[src/rtl/psum_writeback_if.sv]
// Port bundle for the partial-sum writeback stage.
// Carries the PE partial-sum stream (valid/ready handshake) and the
// single-port BRAM write bus. The master side is the surrounding fabric
// (PE upstream, BRAM downstream); the slave side is the writeback stage.
interface psum_writeback_if #(
   parameter int PSUM_W = 20,
   parameter int ADDR_W = 12,
   parameter int LANES  = 8
);
   // Partial-sum stream from the PE
   logic                  psum_valid;
   logic [PSUM_W-1:0]     psum_data;
   logic                  psum_last;
   logic                  psum_ready;

   // Feature-buffer write port (wea/addra/dina)
   logic                  bram_we;
   logic [ADDR_W-1:0]     bram_addr;
   logic [8*LANES-1:0]    bram_din;

   modport master (
      output psum_valid, psum_data, psum_last,
      input  psum_ready,
      input  bram_we, bram_addr, bram_din
   );

   modport slave (
      input  psum_valid, psum_data, psum_last,
      output psum_ready,
      output bram_we, bram_addr, bram_din
   );
endinterface

[src/rtl/psum_writeback.sv]
// Output stage behind the 3x3 PE: accumulates signed partial sums across
// input-channel groups, applies ReLU / requant shift / int8 clamp to each
// finished sum, packs LANES results per word and writes each full word to
// the next layer's feature buffer.
module psum_writeback #(
   parameter int PSUM_W = 20,
   parameter int ACC_W  = 24,
   parameter int ADDR_W = 12,
   parameter int LANES  = 8
) (
   input  logic              clk,
   input  logic              rst,
   input  logic              i_start,
   input  logic [ADDR_W-1:0] i_base_addr,
   input  logic [ADDR_W-1:0] i_num_words,
   input  logic [4:0]        i_shift,
   output logic              o_busy,
   output logic              o_done,
   psum_writeback_if.slave   bus
);

   localparam int DATA_W = 8 * LANES;
   localparam int LANE_W = $clog2(LANES);

   typedef enum logic [1:0] {
      IDLE   = 2'd0,
      RUN    = 2'd1,
      FINISH = 2'd2
   } state_t;

   state_t              r_state;
   state_t              w_state_next;

   // Layer parameters captured at start
   logic [ADDR_W-1:0]   r_base;
   logic [ADDR_W-1:0]   r_num_words;
   logic [4:0]          r_shift;

   // Accumulation / packing state
   logic [ACC_W-1:0]    r_acc;
   logic                r_first;
   logic [LANE_W-1:0]   r_lane_cnt;
   logic [ADDR_W-1:0]   r_word_cnt;
   logic [DATA_W-1:0]   r_pack;

   // BRAM write port registers
   logic                r_we;
   logic [ADDR_W-1:0]   r_addr;
   logic [DATA_W-1:0]   r_din;

   // Datapath wires
   logic                w_accept;
   logic                w_finalize;
   logic                w_word_full;
   logic                w_last_word;
   logic [ACC_W-1:0]    w_acc_base;
   logic [ACC_W:0]      w_sum;
   logic [ACC_W-1:0]    w_acc_next;
   logic [ACC_W-1:0]    w_relu;
   logic [ACC_W-1:0]    w_shifted;
   logic [7:0]          w_lane_val;
   logic [DATA_W-1:0]   w_pack_next;

   assign w_accept    = (r_state == RUN) && bus.psum_valid;
   assign w_finalize  = w_accept && bus.psum_last;
   assign w_word_full = w_finalize && (r_lane_cnt == LANE_W'(LANES - 1));
   assign w_last_word = w_word_full && (r_word_cnt == r_num_words - 1'b1);

   // Accumulate with saturation, then ReLU, requant shift and int8 clamp
   always_comb begin
      // NOTE: every combinational output gets a default first so no path leaves it unassigned (no latch).
      w_acc_base  = r_first ? '0 : r_acc;
      w_sum       = {w_acc_base[ACC_W-1], w_acc_base}
                  + {{(ACC_W + 1 - PSUM_W){bus.psum_data[PSUM_W-1]}}, bus.psum_data};
      w_acc_next  = w_sum[ACC_W-1:0];
      if (w_sum[ACC_W] != w_sum[ACC_W-1]) begin
         // Overflow: clamp to the signed ACC_W extreme on the side of the true sign
         w_acc_next = w_sum[ACC_W] ? {1'b1, {(ACC_W - 1){1'b0}}}
                                   : {1'b0, {(ACC_W - 1){1'b1}}};
      end
      w_relu      = w_acc_next[ACC_W-1] ? '0 : w_acc_next;
      w_shifted   = w_relu >> r_shift;
      w_lane_val  = (w_shifted > ACC_W'(127)) ? 8'd127 : w_shifted[7:0];
      w_pack_next = r_pack;
      for (int k = 0; k < LANES; k++) begin
         if (r_lane_cnt == LANE_W'(k)) begin
            w_pack_next[8*k +: 8] = w_lane_val;
         end
      end
   end

   // Next-state logic for the layer sequencer
   always_comb begin
      w_state_next = r_state;
      case (r_state)
         IDLE: begin
            if (i_start) begin
               w_state_next = (i_num_words == '0) ? FINISH : RUN;
            end
         end
         RUN: begin
            if (w_last_word) begin
               w_state_next = FINISH;
            end
         end
         FINISH:  w_state_next = IDLE;
         default: w_state_next = IDLE;
      endcase
   end

   // State register
   always_ff @(posedge clk) begin
      // NOTE: sequential state uses non-blocking assignments so all registers update together at the edge.
      if (rst) begin
         r_state <= IDLE;
      end else begin
         r_state <= w_state_next;
      end
   end

   // Parameter capture, accumulation, packing and BRAM write generation
   always_ff @(posedge clk) begin
      if (rst) begin
         r_base      <= '0;
         r_num_words <= '0;
         r_shift     <= '0;
         r_acc       <= '0;
         r_first     <= 1'b1;
         r_lane_cnt  <= '0;
         r_word_cnt  <= '0;
         r_pack      <= '0;
         r_we        <= 1'b0;
         r_addr      <= '0;
         r_din       <= '0;
      end else begin
         r_we <= 1'b0;

         if ((r_state == IDLE) && i_start) begin
            r_base      <= i_base_addr;
            r_num_words <= i_num_words;
            r_shift     <= i_shift;
            r_word_cnt  <= '0;
            r_lane_cnt  <= '0;
            r_first     <= 1'b1;
            r_acc       <= '0;
         end

         if (w_accept) begin
            r_acc   <= w_acc_next;
            // The beat after a last beat starts a fresh output sum
            r_first <= bus.psum_last;
            if (w_finalize) begin
               r_pack     <= w_pack_next;
               r_lane_cnt <= w_word_full ? '0 : r_lane_cnt + 1'b1;
            end
            if (w_word_full) begin
               r_we       <= 1'b1;
               r_addr     <= r_base + r_word_cnt;
               r_din      <= w_pack_next;
               r_word_cnt <= r_word_cnt + 1'b1;
            end
         end
      end
   end

   assign bus.psum_ready = (r_state == RUN);
   assign bus.bram_we    = r_we;
   assign bus.bram_addr  = r_addr;
   assign bus.bram_din   = r_din;
   assign o_busy         = (r_state != IDLE);
   assign o_done         = (r_state == FINISH);

endmodule

[src/flat_wrapper.sv]
// flat-port wrapper written by rule: the top's interface ports become plain ports
module psum_writeback_flat 
#(
   parameter int PSUM_W = 20,
   parameter int ACC_W  = 24,
   parameter int ADDR_W = 12,
   parameter int LANES  = 8
)
  (clk, rst, i_start, i_base_addr, i_num_words, i_shift, o_busy, o_done, bus_psum_valid, bus_psum_data, bus_psum_last, bus_psum_ready, bus_bram_we, bus_bram_addr, bus_bram_din);
  psum_writeback_if #(.PSUM_W(PSUM_W), .ADDR_W(ADDR_W), .LANES(LANES)) bus_i ();
  input  logic clk;
  input  logic rst;
  input  logic i_start;
  input  logic [ADDR_W-1:0] i_base_addr;
  input  logic [ADDR_W-1:0] i_num_words;
  input  logic [4:0] i_shift;
  output logic o_busy;
  output logic o_done;
  input wire logic [$bits(bus_i.psum_valid)-1:0] bus_psum_valid;
  input wire logic [$bits(bus_i.psum_data)-1:0] bus_psum_data;
  input wire logic [$bits(bus_i.psum_last)-1:0] bus_psum_last;
  output wire logic [$bits(bus_i.psum_ready)-1:0] bus_psum_ready;
  output wire logic [$bits(bus_i.bram_we)-1:0] bus_bram_we;
  output wire logic [$bits(bus_i.bram_addr)-1:0] bus_bram_addr;
  output wire logic [$bits(bus_i.bram_din)-1:0] bus_bram_din;
  assign bus_i.psum_valid = bus_psum_valid;
  assign bus_i.psum_data = bus_psum_data;
  assign bus_i.psum_last = bus_psum_last;
  assign bus_psum_ready = bus_i.psum_ready;
  assign bus_bram_we = bus_i.bram_we;
  assign bus_bram_addr = bus_i.bram_addr;
  assign bus_bram_din = bus_i.bram_din;
  psum_writeback #(.PSUM_W(PSUM_W), .ACC_W(ACC_W), .ADDR_W(ADDR_W), .LANES(LANES)) u_core (.clk(clk), .rst(rst), .i_start(i_start), .i_base_addr(i_base_addr), .i_num_words(i_num_words), .i_shift(i_shift), .o_busy(o_busy), .o_done(o_done), .bus(bus_i));
endmodule
[config.mk]
export PLATFORM = sky130hd
export DESIGN_NAME = psum_writeback_flat
export DESIGN_NICKNAME = d
export VERILOG_FILES = /design/src/rtl/psum_writeback_if.sv /design/src/rtl/psum_writeback.sv /design/src/flat_wrapper.sv
export SDC_FILE = /design/constraint.sdc
export NUM_CORES = 1
export LEC_CHECK = 0
export ABC_AREA = 1
export CORE_ASPECT_RATIO = 0.75
export CORE_UTILIZATION = 31
export DETAILED_ROUTE_END_ITERATION = 16
export PLACE_DENSITY_LB_ADDON = 0.12
export SYNTH_ARGS = -nofsm -noshare
export SYNTH_HDL_FRONTEND = slang
export SYNTH_SLANG_ARGS = --single-unit
[constraint.sdc]
create_clock -name clk -period 3.9 [get_ports clk]
set_input_delay 0.78 -clock clk [delete_from_list [all_inputs] [get_ports clk]]
set_output_delay 0.78 -clock clk [all_outputs]
set_load 0.01 [all_outputs]
==> results of run 1 <==
-- tightest hold or removal path, cell delays in order (launching register included) --
cell and delay [ns]:
dfxtp_1 0.31, nand2_1 0.06, nor2_1 0.04
-- where the power goes --
| group | leakage, µW | internal [µW] | total (µW) | switching (µW) |
|---|---|---|---|---|
| Clock | 0.000367 | 1220 | 2150 | 928 |
| Sequential | 0.00165 | 2130 | 2170 | 35.7 |
| Combinational | 0.00536 | 614 | 1480 | 864 |
-- registers in the layout, summed over array words and instances (netlist names) --
register / flops
u_core.bus.bram_din: 64
u_core.r_pack: 56
u_core.r_acc: 24
u_core.bus.bram_addr: 12
u_core.r_base: 12
u_core.r_num_words: 12
u_core.r_word_cnt: 12
u_core.r_shift: 5
u_core.r_lane_cnt: 3
u_core.r_state: 2
u_core.bus.bram_we: 1
u_core.r_first: 1
-- what timing repair did --
action,in CTS,in global routing
gates resized for setup,5,264
setup buffers,0,20
gates cloned,0,14
pin swaps,0,81
endpoints found under the setup margin,103,105
-- Yosys cell counts, types with 2 or more instances --
cell type	number	area, µm²
buf_6	3	33.78
clkbuf_1	64	240.2
o21ai_1	7	35.03
a32o_1	10	100.1
nor3_1	12	60.06
buf_1	3	11.26
o2111ai_1	2	17.52
xor2_1	23	201.4
clkinv_1	3	11.26
nand4_1	22	137.6
o21bai_1	7	52.55
dfxtp_1	204	4084
a21oi_1	115	575.6
nand2_4	3	33.78
a22o_1	2	17.52
o31ai_1	6	45.04
nand2_1	548	2057
nor3b_1	2	15.01
inv_1	183	686.9
o211ai_1	3	22.52
xnor2_1	11	96.34
nand3b_1	4	30.03
buf_4	9	67.56
nor2_2	2	12.51
inv_2	4	15.01
nor4_1	3	18.77
nand2_2	4	25.02
nor2_1	226	848.3
or2_1	2	12.51
o21ai_2	2	17.52
and2_1	4	25.02
nand3_1	162	810.8
a31oi_1	39	244.0
buf_2	12	60.06
buf_8	2	30.03
ha_1	43	538.0
fa_1	2	40.04
o21ai_0	97	485.5
-- cells by family (layout without fill, tap and decap cells) --
group,count (synthesis),in the layout,synth area share
simple gates,997,1000,0.3457
compound gates,296,296,0.1399
buf+inv,283,547,0.09724
flops,204,204,0.3435
fa+ha+maj,45,45,0.04862
xor+xnor,34,34,0.02505
-- per-stage QoR --
| step | std cells | util |
|---|---|---|
| 3_5_place_dp | 2556 | 0.3937 |
| 4_1_cts | 2596 | 0.4141 |
| 6_report | 2630 | 0.4558 |
| 5_1_grt | 2630 | 0.4558 |
| 3_3_place_gp | 2556 | 0.3937 |
| 2_1_floorplan | 1859 | - |
-- routing by layer --
layer  routed length, µm  vias to the layer above
li1                    -                     6533
met1               21130                     5990
met2               17620                      284
met3                2108                       37
met4                 720                        0
met5                   0                        -
-- layout make-up --
class	instances	area (µm²)	area share
clock buffers	28	634.4	0.03721
clock inverters	12	91.34	0.005358
inverters	190	718.2	0.04213
multi-input cells	1375	7824	0.4590
flip-flops and latches	204	4088	0.2398
well taps	504	630.6	0.03699
repair buffers	317	3060	0.1795
-- worst paths after layout --
kind / start / end
max: u_core.r_first / u_core.bus.bram_din[48]
min: u_core.r_pack[39] / u_core.r_pack[39]
max reg2reg: u_core.r_first / u_core.bus.bram_din[48]
min reg2reg: u_core.r_pack[39] / u_core.r_pack[39]
==> qor.csv, run 1 <==
stage,metric,value,unit
setup_path,worst stage delay on the critical path,0.43,ns
placed_design,post-place instance area,14720,µm²
setup_path,path depth of the worst reg2reg path,27,
synthesis,proportion of synthesized flip-flops having asynchronous set or reset,0,
setup_path,Worst Path Buf+Inv,3,
job,count of maximum capacitance violations,0,
clocking,TritonCTS sink count,204,
drt,Pre-Repair DR Iteration Count,7,
floorplanning,total die area,39150,µm²
drt,violation count after the first detailed-routing iteration,823,
global_routing,initial antenna violation count,0,
clocking,number of buffers inserted for hold repair after clock tree synthesis,0,
drt,DRC violations left,0,
finish,Fillers,3878,
placed_design,Port-buffer cells,133,
finish,fin area,17050,µm²
setup_path,category of the worst setup path launch point,register,
setup_path,CP Class,reg -> reg,
timing,unrepaired setup endpoints after global routing,yes,
setup_path,capturing element type of the critical path,register,
global_routing,met2 routing resource usage after global routing,0.3037,
timing,Final Critical Period,3.791,ns
power_and_ir_drop,Pwr Total,5793,µW
power_and_ir_drop,maximum resistive drop on vdd,0.2749,mV
timing,TNS Setup,0,ns
synthesis,Yosys warning count,0,
synthesis,per-instance average area after synthesis,6.395,µm²
timing,Final Max Tran Viols,0,
drt,Routed Wire Length,41.57,mm
timing,measured slew at the worst slew-check pin,1.158,ns
placed_design,total half-perimeter wirelength after legalization and detailed placement,28.11,mm
timing,count of endpoints failing hold in the final timing report,0,
global_routing,gr busiest metal,met2,
timing,final-layout worst hold slack,0.4430,ns
clocking,register clock-pin slew on the reported worst setup and hold paths,0.06,ns
synthesis,portion of the post-synthesis area used by sequential elements,0.3435,
floorplanning,Initial Util,0.3179,
worst_hold_path,worst min-delay path class,reg -> reg,
timing,final-report setup violation count,0,
setup_path,setup slack on the worst flop-to-flop path,0.11,ns
global_routing,met3 Use GR,0.03266,
finish,"leading cell type in the layout, fill and taps excluded",nand2_1,
outcome,run status,finished clean,
setup_path,cell type of the slowest stage on the worst timing path,dfxtp_4,
floorplanning,I/O pin count,134,
global_routing,GRT Overall Usage,0.1956,
setup_path,worst-path fanout max,8,
setup_path,top cell family by delay on the critical path,simple AND/OR/NAND/NOR gates,
finish,antenna cells,0,
global_routing,global-route wire length before repair,61.86,mm
clocking,TritonCTS buffer count,23,
synthesis,post-synthesis register bit count,204,
finish,Synth-to-Final Area Change,43.38,%
timing,period utilisation layout,0.9720,
clocking,CTS Root Buffer Type,clkbuf_16,
floorplanning,Core ar.,37400,µm²
floorplanning,die width,228.1,µm
synthesis,net count after synthesis,1958,
synthesis,"Top FF cell, synth",dfxtp_1,
synthesis,number of flops mapped to enable cells by yosys,0,
placed_design,final weighted congestion in routability-driven placement,0.9069,
setup_path,total number of cells along the worst setup path,27,
synthesis,Post-Synthesis Cell Area,11890,µm²
clocking,CTS tree,done,
floorplanning,count of standard-cell rows,61,
finish,"commonest non-fill, non-tap cells in the layout","486 x nand2_1, 203 x dfxtp_1, 187 x nor2_1",
finish,fraction of layout cells with a size suffix above 1,0.2084,
timing,highest achievable clock rate,0.2638,GHz
drt,average vias per placed instance,4.884,
floorplanning,chip height,171.6,µm
clocking,Max H-tree Level,1,
clocking,maximum clock path buffer count,3,
finish,final-stage net count,2210,
worst_hold_path,Cells on Worst Hold Path,2,
timing,normalized max-slew margin,0.2280,
synthesis,number of distinct standard cells referenced by the synthesized netlist,47,
placed_design,post-place setup slack,-0.6994,ns
global_routing,grt total ovfl,0,
power_and_ir_drop,power density normalized to cell area,339.8,nW/µm²
power_and_ir_drop,Leak Pwr,0.007381,µW
setup_path,required time at the worst-slack endpoint,4.32,ns
synthesis,Syn Inst Count,1859,
global_routing,fraction of met1 tracks used by global routing,0.2815,
global_routing,via count of the first global-routing pass,11610,
setup_path,arrival time reported for the critical path endpoint,4.22,ns
timing,worst-case clock skew,0.01421,ns
timing,Worst Slack Setup Final,0.1091,ns
drt,antenna violation net count after detailed routing,0,
drt,number of vias after detailed routing,12840,
clocking,worst-skew pair later-pin latency,0.54,ns
global_routing,maximum number of pins on one net before global-route repair,76,
drt,Routed WL per cell,15.81,µm
Power figures use the tool's default switching activity.
==> run 2, diff against run 1 <==
- clock period: 3.9 -> 4 ns (I/O delays scaled with it)
==> qor.csv, run 2 (synthesis gave the netlist of run 1 again) <==
stage,metric,value,unit
placed_design,post-place setup slack,-0.6055,ns
clocking,number of buffers inserted for hold repair after clock tree synthesis,0,
drt,Pre-Repair DR Iteration Count,5,
drt,DRC violations left,0,
floorplanning,count of standard-cell rows,61,
setup_path,capturing element type of the critical path,register,
timing,measured slew at the worst slew-check pin,1.112,ns
timing,final-layout worst hold slack,0.4449,ns
power_and_ir_drop,maximum resistive drop on vdd,0.2880,mV
finish,"leading cell type in the layout, fill and taps excluded",nand2_1,
drt,number of vias after detailed routing,12520,
clocking,TritonCTS sink count,204,
global_routing,initial antenna violation count,0,
floorplanning,total die area,39150,µm²
floorplanning,Initial Util,0.3179,
setup_path,path depth of the worst reg2reg path,25,
drt,Routed Wire Length,39.76,mm
finish,final-stage net count,2186,
global_routing,grt total ovfl,0,
placed_design,final weighted congestion in routability-driven placement,0.8847,
worst_hold_path,Cells on Worst Hold Path,2,
timing,final-report setup violation count,0,
global_routing,maximum number of pins on one net before global-route repair,76,
outcome,run status,finished clean,
placed_design,total half-perimeter wirelength after legalization and detailed placement,28.53,mm
power_and_ir_drop,Reg power frac,0.385,
setup_path,category of the worst setup path launch point,input port,
finish,fraction of layout cells with a size suffix above 1,0.1492,
clocking,Max H-tree Level,1,
setup_path,CP Class,in -> reg,
clocking,CTS tree,done,
drt,violation count after the first detailed-routing iteration,720,
power_and_ir_drop,switching share of power,0.3028,
power_and_ir_drop,portion of total power attributed to combinational logic,0.223,
clocking,register clock-pin slew on the reported worst setup and hold paths,0.06,ns
finish,"commonest non-fill, non-tap cells in the layout","525 x nand2_1, 203 x dfxtp_1, 202 x nor2_1",
power_and_ir_drop,clock group share of total power,0.392,
timing,worst-case clock skew,0.009932,ns
finish,Fillers,4011,
power_and_ir_drop,net switching power,1662,µW
job,count of maximum capacitance violations,0,
placed_design,Port-buffer cells,133,
floorplanning,Core ar.,37400,µm²
timing,period utilisation layout,0.9526,
drt,Routed WL per cell,15.24,µm
timing,count of endpoints failing hold in the final timing report,0,
timing,Worst Slack Setup Final,0.1895,ns
global_routing,via count of the first global-routing pass,11890,
finish,max FFs per register,64,
timing,Final Critical Period,3.810,ns
setup_path,Worst Path Buf+Inv,3,
finish,Synth-to-Final Area Change,35.40,%
setup_path,required time at the worst-slack endpoint,4.42,ns
clocking,CTS Root Buffer Type,clkbuf_16,
clocking,TritonCTS buffer count,24,
setup_path,arrival time reported for the critical path endpoint,4.23,ns
clocking,worst-skew pair later-pin latency,0.53,ns
finish,share of the core filled with cells in the final layout,0.4304,
setup_path,total number of cells along the worst setup path,24,
drt,antenna violation net count after detailed routing,0,
power_and_ir_drop,Leak Pwr,0.007050,µW
floorplanning,die width,228.1,µm
finish,total area of sequential cells,4088,µm²
timing,Final Max Tran Viols,0,
drt,average vias per placed instance,4.802,
timing,normalized max-slew margin,0.2585,
setup_path,worst-path fanout max,15,
floorplanning,I/O pin count,134,
power_and_ir_drop,power density normalized to cell area,340.8,nW/µm²
finish,total area of multi-input combinational cells,7151,µm²
clocking,maximum clock path buffer count,3,
global_routing,GRT Overall Usage,0.1973,
timing,highest achievable clock rate,0.2624,GHz
setup_path,CP Cell Sequence,clkdlybuf4s50_1 -> ha_1 -> nand2_1 -> nand2_1 -> a21oi_1 -> nand2_2 -> nand2_2 -> nand3_1 -> nand2_1 -> nand2_4 -> nand2_4 -> nand2_2 -> nand2_1 -> nand2_1 -> buf_4 -> nand4_1 -> nand3_1 -> nor2_2 -> nand3_4 -> nand2_8 -> buf_6 -> nand3_1 -> nand2_1 -> nand2_1,
timing,TNS Setup,0,ns
power_and_ir_drop,P_int,3825,µW
power_and_ir_drop,Pwr Total,5487,µW
finish,antenna cells,0,
global_routing,global-route wire length before repair,62.57,mm
worst_hold_path,worst min-delay path class,reg -> reg,
setup_path,worst stage delay on the critical path,0.42,ns
floorplanning,chip height,171.6,µm
setup_path,top cell family by delay on the critical path,simple AND/OR/NAND/NOR gates,
setup_path,cell type of the slowest stage on the worst timing path,clkdlybuf4s50_1,
setup_path,most numerous cell on the critical path,nand2_1,
==> run 2: per-layer routing <==
metal | vias to the layer above | wire length, µm | track usage
met5 | - | 0 | 0
met2 | 235 | 16710 | 0.3097
met1 | 5767 | 20360 | 0.2829
li1 | 6488 | - | -
met4 | 0 | 576 | 0.04027
met3 | 34 | 2114 | 0.03249
==> run 2: per-stage QoR <==
stage	instance area, µm²	cells
global placement	14730	2560
detailed placement	14730	2560
CTS	15500	2603
floorplan	11890	1859
global route	16100	2608
finish	16100	2608
==> run 2: path summary, 6_finish.rpt <==
path	from	endpoint	slack, ns
worst max register to register	u_core.r_first	u_core.bus.bram_din[46]	0.26
worst min-delay path	u_core.r_pack[55]	u_core.r_pack[55]	0.44
worst max-delay path	bus_psum_data[6]	u_core.bus.bram_din[46]	0.19
worst min register to register	u_core.r_pack[55]	u_core.r_pack[55]	0.44
==> run 2: area by class of cell <==
class                      count  share of cell area
sequential                   204              0.2539
tap                          504             0.03917
clock inverter                 9            0.005674
inverter                     190             0.04446
clock buffer                  34             0.04213
timing repair buffer         293              0.1704
multi-input combinational   1374              0.4442
==> run 2: power by group through the flow <==
stage / Clock [µW] / Sequential [µW] / Combinational [µW]
after global placement: 0 / 2160 / 1140
after CTS: 2220 / 2110 / 1150
after detailed placement: 0 / 2160 / 1140
final: 2150 / 2110 / 1220
after global routing: 2300 / 2120 / 1350
after floorplan: 0 / 2140 / 649
==> run 2: repair_timing <==
item | 4_1_cts | 5_1_grt
endpoints found under the setup margin | 16 | 105
hold endpoints to repair | 0 | 0
pin swaps | 0 | 22
gates resized for setup | 1 | 116
buffers inserted | 0 | 0
gates cloned | 0 | 5
==> run 2: worst register-to-register path, stage by stage, from the launching register on <==
cell and delay (ns):
dfxtp_4 0.38, buf_12 0.16, nor2_1 0.22, ha_4 0.26, nand2_1 0.12, inv_1 0.07
a21oi_1 0.18, nand2_2 0.13, nand2_2 0.09, nand3_1 0.11, nand2_1 0.12, nand2_4 0.11
nand2_4 0.14, nand2_2 0.10, nand2_1 0.12, nand2_1 0.09, buf_4 0.15, nand4_1 0.12
nand3_1 0.12, nor2_2 0.17, nand3_4 0.15, nand2_8 0.16, buf_6 0.18, nand3_1 0.08
nand2_1 0.09, nand2_1 0.05
